--- src/rtl/muldiv_hilo_unit.sv ---
// muldiv_hilo_unit: iterative mult/multu/div/divu with architectural HI/LO registers.
// Ports: clk, rst_n (async active-low); Start/Func/RsVal/RtVal from Control and the
// register file; Busy while an operation runs; Done pulses for one cycle when a
// mul/div result lands in HI/LO; HI/LO are the register outputs.
module muldiv_hilo_unit #(
  parameter int WIDTH = 32,
  parameter int CNT_W = 6
) (
  input  logic             clk,
  input  logic             rst_n,
  input  logic             Start,
  input  logic [5:0]       Func,
  input  logic [WIDTH-1:0] RsVal,
  input  logic [WIDTH-1:0] RtVal,
  output logic             Busy,
  output logic             Done,
  output logic [WIDTH-1:0] HI,
  output logic [WIDTH-1:0] LO
);
  typedef enum logic [1:0] {IDLE, CALC, FIX} state_t;
  state_t state, state_nx;
  logic [CNT_W-1:0] cnt;
  logic [2*WIDTH-1:0] p, p_step, prod;
  logic [WIDTH-1:0] m, a_mag, b_mag, quo, rem, res_hi, res_lo;
  logic [WIDTH:0] sum, sh, diff;
  logic is_div, neg_q, neg_r;
  logic idle_start, is_md, signed_op, a_neg, b_neg;
  always_comb begin
    idle_start = Start && state == IDLE;
    is_md = idle_start && Func[5:2] == 4'b0110;
    signed_op = !Func[0];
    a_neg = signed_op && RsVal[WIDTH-1];
    b_neg = signed_op && RtVal[WIDTH-1];
    a_mag = a_neg ? -RsVal : RsVal;
    b_mag = b_neg ? -RtVal : RtVal;
    // multiply: p = {partial product, remaining multiplier bits}, shifted right each step
    sum = {1'b0, p[2*WIDTH-1:WIDTH]} + (p[0] ? {1'b0, m} : '0);
    // divide: p = {remainder, dividend/quotient}, shifted left each step; diff[WIDTH] is the borrow
    sh = {p[2*WIDTH-1:WIDTH], p[WIDTH-1]};
    diff = sh - {1'b0, m};
    p_step = !is_div ? {sum, p[WIDTH-1:1]} :
             diff[WIDTH] ? {sh[WIDTH-1:0], p[WIDTH-2:0], 1'b0} :
                           {diff[WIDTH-1:0], p[WIDTH-2:0], 1'b1};
    prod = neg_q ? -p : p;
    quo = neg_q ? -p[WIDTH-1:0] : p[WIDTH-1:0];
    // with a zero divisor the restoring loop leaves the dividend magnitude as the
    // remainder, so the sign fix below restores the raw dividend in HI
    rem = neg_r ? -p[2*WIDTH-1:WIDTH] : p[2*WIDTH-1:WIDTH];
    res_hi = is_div ? rem : prod[2*WIDTH-1:WIDTH];
    res_lo = !is_div ? prod[WIDTH-1:0] : m == '0 ? '1 : quo;
    state_nx = state == IDLE ? (is_md ? CALC : IDLE) :
               state == CALC ? (cnt == CNT_W'(WIDTH-1) ? FIX : CALC) : IDLE;
    Busy = state == CALC || state == FIX;
  end
  always_ff @(posedge clk or negedge rst_n)
    if (!rst_n) state <= IDLE;
    else state <= state_nx;
  always_ff @(posedge clk or negedge rst_n) begin
    if (!rst_n) begin
      cnt <= '0;
      p <= '0;
      m <= '0;
      is_div <= 1'b0;
      neg_q <= 1'b0;
      neg_r <= 1'b0;
      Done <= 1'b0;
      HI <= '0;
      LO <= '0;
    end else begin
      Done <= state == FIX;
      if (is_md) begin
        cnt <= '0;
        is_div <= Func[1];
        neg_q <= a_neg ^ b_neg;
        neg_r <= a_neg;
        m <= Func[1] ? b_mag : a_mag;
        p <= {{WIDTH{1'b0}}, Func[1] ? a_mag : b_mag};
      end else if (state == CALC) begin
        cnt <= cnt + 1'b1;
        p <= p_step;
      end
      if (state == FIX) begin
        HI <= res_hi;
        LO <= res_lo;
      end else if (idle_start && Func == 6'h11) HI <= RsVal;
      else if (idle_start && Func == 6'h13) LO <= RsVal;
    end
  end
endmodule

--- config.mk ---
export PLATFORM = sky130hd
export DESIGN_NAME = muldiv_hilo_unit
export DESIGN_NICKNAME = d
export VERILOG_FILES = /design/src/rtl/muldiv_hilo_unit.sv
export SDC_FILE = /design/constraint.sdc
export NUM_CORES = 1
export LEC_CHECK = 0
export ABC_AREA = 1
export CORE_UTILIZATION = 40
export DETAILED_ROUTE_END_ITERATION = 7
export SYNTH_ARGS = -nofsm -noshare
export SYNTH_HDL_FRONTEND = slang
export SYNTH_SLANG_ARGS = --single-unit
--- constraint.sdc ---
create_clock -name clk -period 3.57 [get_ports clk]
set_input_delay 0.357 -clock clk [delete_from_list [all_inputs] [get_ports clk]]
set_output_delay 0.357 -clock clk [all_outputs]
set_load 0.005 [all_outputs]
==> flow_results.xml <==
<?xml version="1.0" encoding="UTF-8"?>
<metrics>
  <group name="finish">
    <metric name="instances_no_fill" unit="">3908</metric>
    <metric name="layout-drive-gt1-share" unit="%">4.26</metric>
    <metric name="nNetsFinal" unit="">3440</metric>
    <metric name="areaGrowthSynthToFinish" unit="%">15.4</metric>
    <metric name="fillCellCount" unit="">5005</metric>
  </group>
  <group name="global_routing">
    <metric name="via_count_of_the_first_global_routing_pass" unit="">20400</metric>
    <metric name="antenna_violations_before_repair" unit="">1</metric>
    <metric name="grt_first_pass_wirelength" unit="um">131000</metric>
    <metric name="groute.usage.overall" unit="%">38.2</metric>
    <metric name="grt.overflow.total" unit="">0</metric>
    <metric name="grt_max_degree" unit="">79</metric>
  </group>
  <group name="timing">
    <metric name="slew_viol_final" unit="">0</metric>
    <metric name="transition_time_at_the_pin_with_the_least_slew_margin" unit="ps">1140</metric>
    <metric name="unrepaired_setup_endpoints_after_global_routing" unit="">no</metric>
    <metric name="hold_violations" unit="">0</metric>
    <metric name="layout_min_cycle_time" unit="ps">3160</metric>
    <metric name="setup_viol" unit="">0</metric>
    <metric name="worst_clock_skew" unit="ps">18.3</metric>
    <metric name="relSlewSlack" unit="%">24.1</metric>
    <metric name="totalNegativeSetupSlack" unit="ps">0</metric>
    <metric name="period_share" unit="%">88.6</metric>
    <metric name="clock.fmax" unit="MHz">316</metric>
    <metric name="fin_ws" unit="ps">407</metric>
  </group>
  <group name="logic_synthesis">
    <metric name="synth_area_per_cell" unit="um2">5.78</metric>
    <metric name="ys_seq_elements" unit="">172</metric>
    <metric name="synth.cell_area" unit="um2">18300</metric>
    <metric name="netlist-cell-type-count" unit="">53</metric>
    <metric name="synthesis.nets" unit="">3316</metric>
    <metric name="number_of_enable_type_register_cells_in_the_synthesized_netlist" unit="">0</metric>
    <metric name="synth_seq_area_share" unit="%">23.5</metric>
    <metric name="synthFlopType" unit="">sky130_fd_sc_hd__dfrtp_1</metric>
    <metric name="netlist_instances" unit="">3169</metric>
    <metric name="synth-warning-count" unit="">0</metric>
    <metric name="async_set_or_reset_register_ratio_after_synthesis" unit="%">100</metric>
  </group>
  <group name="floorplan">
    <metric name="die_w" unit="um">216</metric>
    <metric name="die_height" unit="um">216</metric>
    <metric name="die_area" unit="um2">46700</metric>
    <metric name="initial_utilization" unit="%">40.5</metric>
    <metric name="placeable_area" unit="um2">45300</metric>
    <metric name="ioPinCount" unit="">139</metric>
    <metric name="floorplan.rows" unit="">78</metric>
  </group>
  <group name="worst_setup_path">
    <metric name="critical_path.slowest_cell" unit="">sky130_fd_sc_hd__nand2_2</metric>
    <metric name="worst_path_arrival" unit="ps">3590</metric>
    <metric name="timing.critical_path.max_delay_family" unit="">simple AND/OR/NAND/NOR gates</metric>
    <metric name="critical_path_peak_fanout" unit="">30</metric>
    <metric name="critPathRequiredTime" unit="ps">4000</metric>
    <metric name="startpoint_type" unit="">flip-flop</metric>
    <metric name="timing.critical_path.cells" unit="">inv_1 -&gt; ha_1 -&gt; fa_1 -&gt; inv_1 -&gt; nand3_1 -&gt; nand2_2 -&gt; nand2_1 -&gt; nand2_2 -&gt; nand2_1 -&gt; nand2_2 -&gt; nand2_2 -&gt; nand2_2 -&gt; nand2_1 -&gt; nand2_2 -&gt; nand2_1 -&gt; nand3_1 -&gt; nand2_1 -&gt; nand2_1</metric>
    <metric name="worst-path-stages" unit="">18</metric>
    <metric name="worst-path-buf-inv" unit="">2</metric>
    <metric name="rr_worst_depth" unit="">18</metric>
    <metric name="worst_path_largest_cell_delay" unit="ps">500</metric>
    <metric name="cp-end-kind" unit="">flip-flop</metric>
    <metric name="worst-setup-path-type" unit="">reg -&gt; reg</metric>
  </group>
  <group name="outcome">
    <metric name="outcome" unit="">complete, no violations</metric>
  </group>
  <group name="cts">
    <metric name="cts_setup_buffers" unit="">0</metric>
    <metric name="cts.reportedPaths.clkPinSlew" unit="ps">80</metric>
    <metric name="cts_root_buf" unit="">sky130_fd_sc_hd__clkbuf_16</metric>
    <metric name="holdBufCountCts" unit="">1</metric>
    <metric name="cts_max_level" unit="">4</metric>
    <metric name="ctsLongestPathBuffers" unit="">2</metric>
    <metric name="clock_latency" unit="ps">500</metric>
    <metric name="numCtsBuffers" unit="">17</metric>
    <metric name="tritoncts_clock_tree" unit="">done</metric>
    <metric name="clock-sinks" unit="">172</metric>
    <metric name="post_cts.resized_instances" unit="">0</metric>
  </group>
  <group name="placement">
    <metric name="numPortBuffers" unit="">138</metric>
    <metric name="post-place-ws" unit="ps">470</metric>
    <metric name="dpl.hpwl" unit="um">73200</metric>
    <metric name="numPlacedInstances" unit="">3873</metric>
    <metric name="place.gp.congestion" unit="">1.05</metric>
  </group>
  <group name="drt">
    <metric name="drt_wl_total" unit="um">89600</metric>
    <metric name="routed_via_density" unit="">5.64</metric>
    <metric name="drt_first_pass_iters" unit="">6</metric>
    <metric name="drtAntennaViolNets" unit="">0</metric>
    <metric name="drc" unit="">0</metric>
    <metric name="drt-initial-drc-count" unit="">2582</metric>
    <metric name="wire_per_inst" unit="um">22.9</metric>
    <metric name="detailroute.via_count" unit="">22000</metric>
  </group>
  <group name="pwr">
    <metric name="vdd_drop_max" unit="uV">342</metric>
    <metric name="report.power.total" unit="mW">11.9</metric>
    <metric name="cellPowerDensity" unit="nW/um2">562</metric>
    <metric name="leakagePower" unit="nW">11.2</metric>
  </group>
  <group name="flow_run">
    <metric name="max_cap_violations" unit="">0</metric>
  </group>
  <group name="worst_hold_path">
    <metric name="worst_hold_path_type" unit="">in -&gt; async</metric>
  </group>
</metrics>
==> worst reg2reg max path, delay by kind of cell, from the launching register on <==
family	cells	cell delay, ps
and+or+nand+nor	14	1670
adders and majority gates	2	670
DFF	1	470
buffers and inverters	2	280
==> registers in the layout, indices dropped and copies added (netlist names) <==
| name | cells |
|---|---|
| is_div | 1 |
| cnt | 6 |
| state | 2 |
| LO | 32 |
| Done | 1 |
| neg_q | 1 |
| HI | 32 |
| p | 64 |
| neg_r | 1 |
| m | 32 |
==> report_power, final <==
part	total, mW	internal, mW	switching (mW)
Combinational	6.97	2.16	4.82
Clock	2.08	1.06	1.02
Sequential	2.83	2.29	0.546
==> Yosys cell counts (all sizes together) (5+ instances only) <==
library cell | instances | area (um2)
ha | 72 | 901
nand2 | 1178 | 4470
o221ai | 12 | 105
nor4 | 7 | 43.8
inv | 501 | 1880
o22ai | 6 | 37.5
a31oi | 8 | 50.1
buf | 39 | 199
a221oi | 14 | 123
o211ai | 65 | 488
and2 | 6 | 37.5
nand3 | 275 | 1390
a21oi | 107 | 543
nand4 | 54 | 359
o21bai | 22 | 165
clkbuf | 54 | 203
o31ai | 5 | 37.5
nor2 | 269 | 1040
xnor2 | 20 | 175
nand3b | 7 | 52.6
dfrtp | 172 | 4300
nor3 | 40 | 200
or2 | 6 | 37.5
xor2 | 60 | 526
a22oi | 10 | 75.1
o21ai | 141 | 717
==> cell families after synthesis <==
group / synth area share (%)
compound gates: 13.3
fa+ha+maj: 5.14
simple gates: 41.8
xor+xnor: 3.83
buf+inv: 12.5
flops: 23.5
==> path summary, 6_finish.rpt <==
| path | from | to | slack, ps |
|---|---|---|---|
| worst min register to register | cnt[3]$_DFFE_PN0P_ | cnt[3]$_DFFE_PN0P_ | 520 |
| worst min-delay path | rst_n | HI[7]$_DFFE_PN0P_ | 450 |
| min in group clk | RtVal[31] | neg_q$_DFFE_PN0P_ | 510 |
| worst max-delay path | p[31]$_DFFE_PN0P_ | p[47]$_DFFE_PN0P_ | 410 |
| max in group asynchronous | rst_n | p[41]$_DFFE_PN0P_ | 2010 |
| worst max register to register | p[31]$_DFFE_PN0P_ | p[47]$_DFFE_PN0P_ | 410 |
==> through the flow <==
stage	instance area, um2	util (%)	hold slack, ps
6_report	21100	46.7	454
3_5_place_dp	20500	45.3	457
2_1_floorplan	18300	-	61.4
3_3_place_gp	20500	45.3	455
5_1_grt	21100	46.7	494
4_1_cts	21100	46.7	488
==> metal layers <==
layer	track usage, %	up-vias	wire, um
li1	-	10300	-
met1	54.2	10400	40100
met2	54.9	1117	36800
met3	7.23	173	8000
met4	18.7	0	4690
met5	0	-	0
==> layout by cell type, fill, tap and decap left out, types with 10 or more instances in the layout <==
| master | n |
|---|---|
| sky130_fd_sc_hd__buf_4 | 58 |
| sky130_fd_sc_hd__xor2_1 | 60 |
| sky130_fd_sc_hd__nor2_2 | 10 |
| sky130_fd_sc_hd__clkdlybuf4s50_1 | 137 |
| sky130_fd_sc_hd__dfrtp_1 | 171 |
| sky130_fd_sc_hd__clkbuf_16 | 17 |
| sky130_fd_sc_hd__a21oi_1 | 105 |
| sky130_fd_sc_hd__a22oi_1 | 10 |
| sky130_fd_sc_hd__nand3_1 | 272 |
| sky130_fd_sc_hd__o221ai_1 | 12 |
| sky130_fd_sc_hd__nor3_1 | 40 |
| sky130_fd_sc_hd__nand2_1 | 1162 |
| sky130_fd_sc_hd__o21bai_1 | 22 |
| sky130_fd_sc_hd__inv_1 | 496 |
| sky130_fd_sc_hd__a221oi_1 | 14 |
| sky130_fd_sc_hd__xnor2_1 | 20 |
| sky130_fd_sc_hd__o211ai_1 | 65 |
| sky130_fd_sc_hd__nand2_2 | 15 |
| sky130_fd_sc_hd__nor2_1 | 256 |
| sky130_fd_sc_hd__o21ai_0 | 138 |
| sky130_fd_sc_hd__ha_1 | 71 |
| sky130_fd_sc_hd__nand4_1 | 52 |
==> cell type report <==
class,count,area (um2),area share (%)
tap,600,751,3.55
antenna,2,5.00,0.0237
multi-input combinational,2400,11700,55.5
clock buffer,17,425,2.01
clock inverter,15,178,0.840
sequential,172,4310,20.4
inverter,504,1890,8.95
timing repair buffer,198,1850,8.74
Note: power is estimated with default switching activity, not from simulation.
